==> src/rtl/dram_pkg.sv <==
// Shared types and default geometry for the DRAM initiator controller.
// The FSM state encoding lives here so the bench and any future blocks agree on it.
package dram_pkg;

  localparam int DEF_ADDR_W           = 3;
  localparam int DEF_DATA_W           = 8;
  localparam int DEF_REFRESH_INTERVAL = 16;

  typedef enum logic [1:0] {
    IDLE,
    ISSUE,
    RD_WAIT,
    REFRESH
  } state_t;

endpackage

==> src/rtl/dram_host_if.sv <==
// Host-side request/response bundle: valid/ready request channel plus a one-cycle read response.
// The host drives through 'master'; the controller receives through 'slave'.
interface dram_host_if
  import dram_pkg::*;
#(
  parameter int ADDR_W = DEF_ADDR_W,
  parameter int DATA_W = DEF_DATA_W
) ();

  logic              req_valid;
  logic              req_ready;
  logic              req_we;
  logic [ADDR_W-1:0] req_addr;
  logic [DATA_W-1:0] req_wdata;
  logic              rsp_valid;
  logic [DATA_W-1:0] rsp_rdata;

  modport master (
    output req_valid, req_we, req_addr, req_wdata,
    input  req_ready, rsp_valid, rsp_rdata
  );

  modport slave (
    input  req_valid, req_we, req_addr, req_wdata,
    output req_ready, rsp_valid, rsp_rdata
  );

endinterface

==> src/rtl/dram_refresh_timer.sv <==
// Free-running refresh demand generator with a round-robin row pointer.
// A fresh expiry outranks the clear from a refresh being issued in the same cycle.
module dram_refresh_timer
  import dram_pkg::*;
#(
  parameter int ADDR_W           = DEF_ADDR_W,
  parameter int REFRESH_INTERVAL = DEF_REFRESH_INTERVAL
) (
  input  logic              clk,
  input  logic              rst_n,
  input  logic              refresh_done,
  output logic              ref_pend,
  output logic [ADDR_W-1:0] ref_ptr
);

  localparam int                CNT_W  = $clog2(REFRESH_INTERVAL);
  localparam logic [CNT_W-1:0] RELOAD = CNT_W'(REFRESH_INTERVAL - 1);

  logic [CNT_W-1:0] ref_cnt;
  logic             expire;

  assign expire = (ref_cnt == '0);

  // NOTE: sequential state is updated with non-blocking assignments so every
  // register samples the pre-edge values of its neighbours.
  always_ff @(posedge clk or negedge rst_n) begin
    if (!rst_n) begin
      ref_cnt  <= RELOAD;
      ref_pend <= 1'b0;
      ref_ptr  <= '0;
    end else begin
      ref_cnt <= expire ? RELOAD : ref_cnt - CNT_W'(1);
      if (expire)
        ref_pend <= 1'b1;
      else if (refresh_done)
        ref_pend <= 1'b0;
      // Natural wrap of the ADDR_W-bit pointer walks every row in turn.
      if (refresh_done)
        ref_ptr <= ref_ptr + ADDR_W'(1);
    end
  end

endmodule

==> src/rtl/dram_ctrl.sv <==
// Initiator-side controller for the single-port synchronous-read DRAM macro.
// Serialises host reads/writes onto the DRAM port and slots in periodic row refreshes.
module dram_ctrl
  import dram_pkg::*;
#(
  parameter int ADDR_W           = DEF_ADDR_W,
  parameter int DATA_W           = DEF_DATA_W,
  parameter int REFRESH_INTERVAL = DEF_REFRESH_INTERVAL
) (
  input  logic              clk,
  input  logic              rst_n,
  dram_host_if.slave        host,
  output logic              mem_we,
  output logic              mem_refresh,
  output logic [ADDR_W-1:0] mem_addr,
  output logic [DATA_W-1:0] mem_din,
  input  logic [DATA_W-1:0] mem_dout
);

  state_t            state, state_nx;
  logic              ref_pend;
  logic              refresh_done;
  logic              accept;
  logic [ADDR_W-1:0] ref_ptr;
  logic              lat_we;
  logic [ADDR_W-1:0] lat_addr;
  logic [DATA_W-1:0] lat_wdata;

  dram_refresh_timer #(
    .ADDR_W           (ADDR_W),
    .REFRESH_INTERVAL (REFRESH_INTERVAL)
  ) u_timer (
    .clk          (clk),
    .rst_n        (rst_n),
    .refresh_done (refresh_done),
    .ref_pend     (ref_pend),
    .ref_ptr      (ref_ptr)
  );

  // A pending refresh blocks new requests so it is issued on the next IDLE cycle.
  assign host.req_ready = (state == IDLE) && !ref_pend;
  assign accept         = host.req_valid && host.req_ready;

  always_ff @(posedge clk or negedge rst_n) begin
    if (!rst_n) state <= IDLE;
    else        state <= state_nx;
  end

  // NOTE: the request holding registers are reset too, so mem_* never carry
  // stale values from before reset even in a cycle that ignores them.
  always_ff @(posedge clk or negedge rst_n) begin
    if (!rst_n) begin
      lat_we    <= 1'b0;
      lat_addr  <= '0;
      lat_wdata <= '0;
    end else if (accept) begin
      lat_we    <= host.req_we;
      lat_addr  <= host.req_addr;
      lat_wdata <= host.req_wdata;
    end
  end

  // NOTE: every output of this block gets a default before the case, so no
  // path through it leaves a value unassigned and no latch is inferred.
  always_comb begin
    state_nx     = state;
    mem_we       = 1'b0;
    mem_refresh  = 1'b0;
    mem_addr     = '0;
    mem_din      = '0;
    refresh_done = 1'b0;
    unique case (state)
      IDLE: begin
        if (ref_pend)    state_nx = REFRESH;
        else if (accept) state_nx = ISSUE;
      end
      REFRESH: begin
        mem_refresh  = 1'b1;
        mem_addr     = ref_ptr;
        refresh_done = 1'b1;
        state_nx     = IDLE;
      end
      ISSUE: begin
        mem_addr = lat_addr;
        mem_we   = lat_we;
        mem_din  = lat_wdata;
        state_nx = lat_we ? IDLE : RD_WAIT;
      end
      RD_WAIT: state_nx = IDLE;
      default: state_nx = IDLE;
    endcase
  end

  // The DRAM read data is valid during RD_WAIT; capture it and pulse the response.
  always_ff @(posedge clk or negedge rst_n) begin
    if (!rst_n) begin
      host.rsp_valid <= 1'b0;
      host.rsp_rdata <= '0;
    end else begin
      host.rsp_valid <= (state == RD_WAIT);
      if (state == RD_WAIT)
        host.rsp_rdata <= mem_dout;
    end
  end

endmodule

==> src/flat_wrapper.sv <==
// flat-port wrapper written by rule: the top's interface ports become plain ports
module dram_ctrl_flat import dram_pkg::*;
#(
  parameter int ADDR_W           = DEF_ADDR_W,
  parameter int DATA_W           = DEF_DATA_W,
  parameter int REFRESH_INTERVAL = DEF_REFRESH_INTERVAL
)
  (clk, rst_n, mem_we, mem_refresh, mem_addr, mem_din, mem_dout, host_req_valid, host_req_we, host_req_addr, host_req_wdata, host_req_ready, host_rsp_valid, host_rsp_rdata);
  dram_host_if #(.ADDR_W(ADDR_W), .DATA_W(DATA_W)) host_i ();
  input  logic clk;
  input  logic rst_n;
  output logic mem_we;
  output logic mem_refresh;
  output logic [ADDR_W-1:0] mem_addr;
  output logic [DATA_W-1:0] mem_din;
  input  logic [DATA_W-1:0] mem_dout;
  input wire logic [$bits(host_i.req_valid)-1:0] host_req_valid;
  input wire logic [$bits(host_i.req_we)-1:0] host_req_we;
  input wire logic [$bits(host_i.req_addr)-1:0] host_req_addr;
  input wire logic [$bits(host_i.req_wdata)-1:0] host_req_wdata;
  output wire logic [$bits(host_i.req_ready)-1:0] host_req_ready;
  output wire logic [$bits(host_i.rsp_valid)-1:0] host_rsp_valid;
  output wire logic [$bits(host_i.rsp_rdata)-1:0] host_rsp_rdata;
  assign host_i.req_valid = host_req_valid;
  assign host_i.req_we = host_req_we;
  assign host_i.req_addr = host_req_addr;
  assign host_i.req_wdata = host_req_wdata;
  assign host_req_ready = host_i.req_ready;
  assign host_rsp_valid = host_i.rsp_valid;
  assign host_rsp_rdata = host_i.rsp_rdata;
  dram_ctrl #(.ADDR_W(ADDR_W), .DATA_W(DATA_W), .REFRESH_INTERVAL(REFRESH_INTERVAL)) u_core (.clk(clk), .rst_n(rst_n), .host(host_i), .mem_we(mem_we), .mem_refresh(mem_refresh), .mem_addr(mem_addr), .mem_din(mem_din), .mem_dout(mem_dout));
endmodule
==> config.mk <==
export PLATFORM = sky130hd
export DESIGN_NAME = dram_ctrl_flat
export DESIGN_NICKNAME = d
export VERILOG_FILES = /design/src/rtl/dram_pkg.sv /design/src/rtl/dram_host_if.sv /design/src/rtl/dram_refresh_timer.sv /design/src/rtl/dram_ctrl.sv /design/src/flat_wrapper.sv
export SDC_FILE = /design/constraint.sdc
export NUM_CORES = 1
export LEC_CHECK = 0
export ABC_AREA = 1
export BUFFER_PORTS_ARGS = -buffer_cell sky130_fd_sc_hd__buf_4
export CORE_MARGIN = 4
export CORE_UTILIZATION = 40
export CTS_CLUSTER_SIZE = 8
export DETAILED_ROUTE_END_ITERATION = 7
export PLACE_DENSITY = 0.68
export SYNTH_ARGS = -nofsm -noshare
export SYNTH_HDL_FRONTEND = slang
export SYNTH_HIERARCHICAL = 1
export SYNTH_SLANG_ARGS = --single-unit
export TNS_END_PERCENT = 50
==> constraint.sdc <==
create_clock -name clk -period 0.96 [get_ports clk]
set_input_delay 0.096 -clock clk [delete_from_list [all_inputs] [get_ports clk]]
set_output_delay 0.096 -clock clk [all_outputs]
set_load 0.1 [all_outputs]
# ---- After elaboration in Yosys (flattened, before gate mapping)
# Cells that the tools add are included.
dict set report totals {
  register_bits 31
  output_inout_bits 23
}
dict set report op_classes {
  n_addsub 2
  n_eq_ne 4
  n_mux 11
  n_reduce_logical 7
}
# op count
set ops {}
lappend ops {{$mux 8} 1}
lappend ops {{$mux 2} 3}
lappend ops {{$pmux 2 s3} 1}
lappend ops {{$pmux 3 s2} 1}
lappend ops {{$eq 2x2->1 const B} 2}
lappend ops {{$logic_not 4->1} 1}
lappend ops {{$mux 1} 4}
lappend ops {{$mux 4} 1}
lappend ops {{$sub 4x1->4 const B} 1}
lappend ops {{$add 3x1->3 const B} 1}
lappend ops {{$ne 3x2->1 const B} 1}
lappend ops {{$eq 2x1->1 const B} 1}
lappend ops {{$logic_and 1x1->1} 2}
lappend ops {{$logic_not 2->1} 1}
lappend ops {{$reduce_bool 2->1} 1}
lappend ops {{$reduce_or 2->1} 1}
lappend ops {{$logic_not 1->1} 1}

# ---- Logic depth before layout (Yosys ltp)
# Gate-level depths: netlist of the first run.
dict set report depth {
  word_depth 6
  mapped_depth 6
}

# ---- Cells and area by module
# Netlist of the first run, hierarchy kept.
# module n_inst cells_each area_each_um2 seq_area_each_um2
set modules_own_cells {}
lappend modules_own_cells {dram_ctrl 1 130 1054.8 575.6}
lappend modules_own_cells {dram_refresh_timer 1 32 332.8 205.2}

# ---- Least setup slack after synthesis of the first run
# Ideal clock, no wire load.
dict set report synth_timing {
  path_kind {register -> output}
  startpoint {register u_core.state[0]}
  endpoint {output port host_req_ready}
  arrival_time_ps 2559
  slack_ps -1695
  path_stages_with_launch 3
  path_buffers 1
  cell_sequence {dfrtp_1 -> buf_6 -> nor3_1}
}
dict set report synth_between {
  elab_chain_len 2
}
# item line_no
set synth_lines {}
lappend synth_lines {{start, declared} dram_ctrl.sv:20} ;# state_t state, state_nx;
lappend synth_lines {{start signal, assigned} dram_ctrl.sv:46} ;# else state <= state_nx;
lappend synth_lines {{$logic_not 2->1} dram_ctrl.sv:41} ;# assign host.req_ready = (state == IDLE) && !ref_pend;
lappend synth_lines {{$logic_and 1x1->1} dram_ctrl.sv:41}
lappend synth_lines {{end, declared} flat_wrapper.sv:21} ;# output wire logic [$bits(host_i.req_ready)-1:0] host_req_ready;
# No other way between the ends.

# ---- Worst setup path after layout of the first run
dict set report layout_timing {
  startpoint {register u_core.state[1]}
  endpoint {output port mem_refresh}
}
dict set report layout_between {
  elab_chain_len 2
}
# item line_no
set layout_lines {}
lappend layout_lines {{$eq 2x2->1} dram_ctrl.sv:72} ;# unique case (state)
lappend layout_lines {{$mux 1} dram_ctrl.sv:72}
lappend layout_lines {{end, declared} flat_wrapper.sv:13} ;# output logic mem_refresh;
# No other way between the ends.

==> metrics, run 1 <==
num rows 21; max_slew headroom around 74%; Final Worst Setup Slack -0.5585 ns; Crit. Startpoint u_core/state[1]; Filler Cell Count ~200; reg2reg start u_core/state[1]; post-synthesis sequential area ratio roughly 56%; main combinational cell family by area after synthesis simple AND/OR/NAND/NOR gates; clk root buf clkbuf_4; status finished, violations left; crit-path max cell delay 0.45 ns; RSZ-0062 raised after global routing yes; Cell Area, Placed just over 0.002 sq mm; cell area after layout about 0.0026 sq mm; HPWL Detailed around 2600 um; final core occ between 70% and 80%; adder-cell area share of the yosys netlist under 10%; Wirelength per Cell 14.64 um; WP data arrival between 1 and 1.5 ns; largest net degree at the start of global routing 32; crit-path max FO 7; Final Cycle Share 158.2%; R2R setup slack -0.44 ns; minimum clock period roughly 1.5 ns; Total Power 9.369 mW; Mapped Nets between 150 and 200; initial antenna violation count 0; top cell type's share of synthesized area 48.69%; drt total wl approximately 4200 um; Max clock buf depth 2; CP endpoint kind output pin; share of cells above drive strength 1 48.32%; grt total ovfl 0; post-synthesis mux area share 0%; simple-gate share of the synthesized area 29.76%; vias in the first global route around 1400; Antenna Cells 0; cell count after synthesis 162; R2R depth 6; #FFs+latches synth 31; Clock Skew 0.009215 ns; Slowest cell on crit path dfrtp_2; Die X between 60 and 70 um; crit-path cells nand2_4 -> clkinvlp_4 -> buf_4 -> buf_12; Synth Area per Inst around 8.6 sq um; xor/xnor cell area share of the yosys netlist under 10%; clk_lat worst skew 0.33 ns; DIE AREA 0.004475 sq mm; Max Clk Rate roughly 660 MHz; actual slew at the worst max-slew pin 0.3922 ns; Critical Path End mem_refresh; Placer Congestion around 0.7; port buffer count 45; final hold violation count 0; final setup violation count 51; core area ~0.0033 sq mm; startpoint types flip-flop; Num CTS Buffers 5; Initial Util 41.58%; Vert. Die Dim ~67 um; first-pass GRT wire length ~6400 um; setup TNS -13.66 ns; DR pass1 iterations 4; detailed-route via count ~1300; # placed instances 260; via/cell ratio 4.732; DRC viols 0; layout overhead on the synthesized area 85.57%; post-synth top area cell dfrtp_1; # H-tree levels 2; nets ~260; Reg2Reg Capture Point u_core/u_timer/ref_ptr[0]; CTS tree yes; synth top area cells dfrtp_1 49%, nand2_1 17%, dfstp_2 7.6%; Leakage ~1.3 nW; Final Max Tran Viols 0; Detail Route Antenna Nets 0; Global Route Usage Sum about a fifth; YS warnings 6; I/O pins 46; Distinct cells, synth 18; initial detailed-routing violation count approximately 110; CP Class flip-flop to output pin; fin cells between 200 and 300; complex-gate fraction of the synthesized area 1.443%; max_cap viols 0; Worst Path Required approximately 0.86 ns; Hold Crit Class input port to flip-flop; Max rail drop VDD 2563 uV; PD cells between 3000 and 4000 mW/mm^2; Clock Pin Slew Worst Setup and Hold Paths about 0.1 ns; failing checks negative setup slack; clock sink count 31; Post-Syn Area between 0.001 and 0.0015 sq mm
[power breakdown]
group,switching (mW),leakage (nW),internal [mW]
sequential,0.494,0.364,1.85
clock,0.450,0.0347,0.272
combinational,4.04,0.902,2.26
[cells in the final DEF (no fill, tap or decap), types with 2 or more instances in the layout]
| cell type | instances |
|---|---|
| dfrtp_1 | 19 |
| nand2_8 | 3 |
| clkbuf_4 | 5 |
| buf_12 | 23 |
| dfrtp_2 | 8 |
| o21ai_0 | 2 |
| dlygate4sd3_1 | 9 |
| buf_6 | 2 |
| nand2_1 | 53 |
| xor2_1 | 3 |
| nand3_1 | 5 |
| nand4_1 | 12 |
| o21ai_1 | 2 |
| clkinv_2 | 3 |
| buf_4 | 36 |
| nand2_4 | 7 |
| inv_2 | 5 |
| nand3_4 | 2 |
| inv_1 | 15 |
| nor2_1 | 2 |
| nor2_4 | 10 |
| dfstp_2 | 4 |
[per-stage QoR]
step | setup slack (ns) | hold WS, ns
after floorplan | -0.6662 | -0.1996
after global placement | -0.2848 | 0.04738
after detailed placement | -0.3250 | 0.05326
after CTS | -0.5648 | 0.01098
after global routing | -0.6408 | 0.002722
final | -0.5585 | 0.02314
[final cells by class]
type | count | area [sq um] | share of cell area, %
Multi-Input combinational cell | 105 | 699.4 | 27.16
Clock buffer | 5 | 37.54 | 1.458
Sequential cell | 31 | 790.8 | 30.71
Inverter | 22 | 91.34 | 3.547
Timing Repair Buffer | 72 | 883.3 | 34.31
Clock inverter | 3 | 15.01 | 0.5831
Tap cell | 46 | 57.56 | 2.235
[how the worst min path moves through the flow]
| stage | from | to | cells after the start |
|---|---|---|---|
| 6_report | host_req_wdata[3] | u_core/lat_wdata[3] | 3 |
| 5_1_grt | host_req_wdata[2] | u_core/lat_wdata[2] | 3 |
| 4_1_cts | host_req_addr[1] | u_core/lat_addr[1] | 3 |
| 3_5_place_dp | rst_n | u_core/lat_wdata[7] | 1 |
| 3_3_place_gp | rst_n | u_core/lat_wdata[7] | 1 |
| 2_1_floorplan | rst_n | u_core/host.rsp_rdata[0] | 0 |
[kinds of logic after synthesis]
| family | Yosys count |
|---|---|
| adders and majority gates | 2 |
| AOI/OAI and AO/OA | 4 |
| xor gates and xnor gates | 3 |
| buffers and inverters | 27 |
| DFF | 31 |
| and+or+nand+nor | 95 |
[cells in the mapped netlist, drive strengths merged]
library cell / n
xor2: 3
buf: 5
nand4: 12
nand2: 64
dfrtp: 27
dfstp: 4
nand3: 6
ha: 2
o21ai: 4
nor3: 1
inv: 22
nor2: 12
[metal layers]
metal | wire, um | global-route usage, % | vias to the layer above
met5 | 0 | 0 | -
met2 | 2389 | 38.12 | 47
li1 | - | - | 654
met3 | 263 | 7.083 | 3
met4 | 22 | 4.557 | 0
met1 | 1481 | 18.92 | 640
[registers in the layout, indices dropped and copies added, names as in the netlist]
name	count
u_core/u_timer/ref_cnt	4
u_core/lat_we	1
u_core/lat_wdata	8
u_core/host.rsp_valid	1
u_core/lat_addr	3
u_core/u_timer/ref_pend	1
u_core/host.rsp_rdata	8
u_core/u_timer/ref_ptr	3
u_core/state	2
[worst max-delay path: cells and delay by family, from the launching register on]
kind / cells / cell delay, ns
buf+inv: 3 / 0.56
flops: 1 / 0.45
simple gates: 1 / 0.08
[repair_timing]
item / CTS / global route
endpoints found under the hold margin: 39 / 0
endpoints found under the setup margin: 54 / 54
gates cloned: 0 / 2
buffers inserted: 4 / 1
hold buffers: 9 / 0
gates resized for setup: 71 / 18
pin swaps: 6 / 2
Note: power is estimated with default switching activity, not from simulation.
==> run 2: changes to the inputs <==
Settings changed: CORE_MARGIN 4 to 3, MAX_ROUTING_LAYER set to met4.
==> metrics, run 2 (same netlist as run 1, synthesis figures left out) <==
Hold Worst Slack 0.02109 ns (was 0.02314 ns); Vert. Die Dim 64.90 um (was 66.90 um); Crit. Startpoint u_core/state[0] (was u_core/state[1]); I/O pins 46 (unchanged); # H-tree levels 2 (unchanged); fin cells 281 (was 284); CTS tree yes (unchanged); share of cells above drive strength 1 50.21% (was 48.32%); Num CTS Buffers 5 (unchanged); commonest non-fill, non-tap cell in the layout nand2_1 (unchanged); Hold Crit Class input port to flip-flop (unchanged); R2R depth 6 (unchanged); Reg2Reg Capture Point u_core/u_timer/ref_ptr[0] (unchanged); Clock Pin Slew Worst Setup and Hold Paths 0.10 ns (about the same); # placed instances 256 (was 260); initial antenna violation count 0 (unchanged); Detail Route Antenna Nets 0 (unchanged); layout overhead on the synthesized area 88.73% (was 85.57%); R2R setup slack -0.48 ns (was -0.44 ns); drt total wl 3966 um (was 4157 um); clk root buf clkbuf_4 (unchanged); HP Start host_req_addr[1] (was host_req_wdata[3]); Clock Skew 0.004750 ns (was 0.009215 ns); Max clock buf depth 2 (unchanged); Place WS -0.3337 ns (was -0.3250 ns); Wirelength per Cell 14.11 um (was 14.64 um); Cell Area, Placed 0.001998 sq mm (was 0.002016 sq mm); PD cells 3800 mW/mm^2 (was 3639 mW/mm^2); Final Max Tran Viols 0 (unchanged); DR pass1 iterations 4 (unchanged); Antenna Cells 0 (unchanged); Final Cycle Share 160.6% (was 158.2%); biggest regs u_core/host.rsp_rdata (8), u_core/lat_wdata (8), u_core/u_timer/ref_cnt (4) (unchanged); actual slew at the worst max-slew pin 0.3942 ns (was 0.3922 ns); Die X 64.90 um (was 66.90 um); num rows 20 (was 21); port buffer count 45 (unchanged); failing checks negative setup slack (unchanged); vias in the first global route 1467 (was 1398); max_cap viols 0 (unchanged); Max rail drop VDD 2599 uV (was 2563 uV); Initial Util 43.66% (was 41.58%); Placer Congestion 0.6883 (was 0.6880); max_slew headroom 73.72% (was 73.85%); final setup violation count 50 (was 51); WP data arrival 1.45 ns (was 1.42 ns); most frequent cells in the layout 48 x nand2_1, 35 x buf_4, 22 x buf_12 (was 53 x nand2_1, 36 x buf_4, 23 x buf_12); CP Class flip-flop to output pin (unchanged); largest net degree at the start of global routing 32 (unchanged); first-pass GRT wire length 6748 um (was 6368 um); nets 261 (was 262); clk_lat worst skew 0.33 ns (about the same); DRC viols 0 (unchanged); crit-path max FO 7 (unchanged); status finished, violations left (unchanged); startpoint types flip-flop (unchanged); Worst Path Required 0.86 ns (about the same); final hold violation count 0 (unchanged); DIE AREA 0.004211 sq mm (was 0.004475 sq mm); clock sink count 31 (unchanged); CP endpoint kind output pin (unchanged); Leakage 1.297 nW (was 1.300 nW); Final Worst Setup Slack -0.5819 ns (was -0.5585 ns); minimum clock period 1.542 ns (was 1.518 ns); Global Route Usage Sum 21.68% (was 19.44%); cell area after layout 0.002619 sq mm (was 0.002575 sq mm); HPWL Detailed 2361 um (was 2554 um); Critical Path End mem_refresh (unchanged); detailed-route via count 1365 (was 1344); initial detailed-routing violation count 82 (was 105); RSZ-0062 raised after global routing yes (unchanged); core area 0.003178 sq mm (was 0.003337 sq mm); via/cell ratio 4.858 (was 4.732); grt total ovfl 0 (unchanged); Max Clk Rate 648.5 MHz (was 658.5 MHz); reg2reg start u_core/state[0] (was u_core/state[1])
run 2: cell types whose count changed in the layout (fill, tap and decap cells not counted), moves of 2 or more:
cell / previous run / this run
buf_6: 2 / 4
bufinv_16: 0 / 2
clkinv_2: 3 / 0
inv_2: 5 / 3
nand2_1: 53 / 48
nand2_2: 1 / 7
nand2_4: 7 / 5
run 2: worst min-delay path by stage:
stage | to | slack (ns) | cells after the start
after floorplan | u_core/host.rsp_rdata[0] | -0.20 | 0
after global placement | u_core/lat_wdata[2] | 0.04 | 1
after detailed placement | u_core/lat_wdata[2] | 0.05 | 1
after CTS | u_core/lat_wdata[1] | 0.002 | 3
after global routing | u_core/lat_addr[1] | 0.01 | 3
final | u_core/lat_addr[1] | 0.02 | 3
run 2: power by group:
part | internal, mW | leakage, nW | total (mW) | switching [mW]
Sequential | 1.85 | 0.363 | 2.35 | 0.500
Clock | 0.810 | 0.0514 | 1.29 | 0.480
Combinational | 2.25 | 0.882 | 6.31 | 4.06
Total | 4.91 | 1.30 | 9.95 | 5.04
run 2: metal layers:
metal  GRT usage (%)  vias up  part of all wire, %
met2           37.93       50                   56
met1           23.78      657                   37
met5               -        -                    0
met3           6.412        4                  5.6
met4           6.332        0                  1.3
li1                -      654                    -
run 2: critical path, cell delays in order, from the launching register on:
cell and delay [ns]:
dfrtp_2 0.46, nand2_4 0.09, clkinvlp_4 0.20, buf_4 0.21, buf_12 0.16
run 2: final cells by class:
| class | count | area [sq um] |
|---|---|---|
| timing repair buffer | 71 | 853.3 |
| sequential | 31 | 790.8 |
| multi-input combinational | 105 | 720.7 |
| fill | 186 | 559.3 |
| inverter | 22 | 93.84 |
| clock inverter | 3 | 67.56 |
| tap | 44 | 55.05 |
| clock buffer | 5 | 37.54 |
run 2: timing repair:
action,4_1_cts,5_1_grt
setup buffers,4,2
endpoints found under the setup margin,54,54
hold buffers,9,0
gates cloned,2,0
pin swaps,13,4
endpoints found under the hold margin,39,0
resized for setup,75,21
run 2: per-stage QoR:
step                      setup TNS (ns)  util, %  total power [mW]
after floorplan                   -11.75        -             6.073
after global placement            -8.976    62.87             7.137
after detailed placement          -10.52    62.87             7.255
after CTS                         -14.67    79.45             9.630
after global routing              -17.84    82.40             10.40
final                             -14.74    82.40             9.952
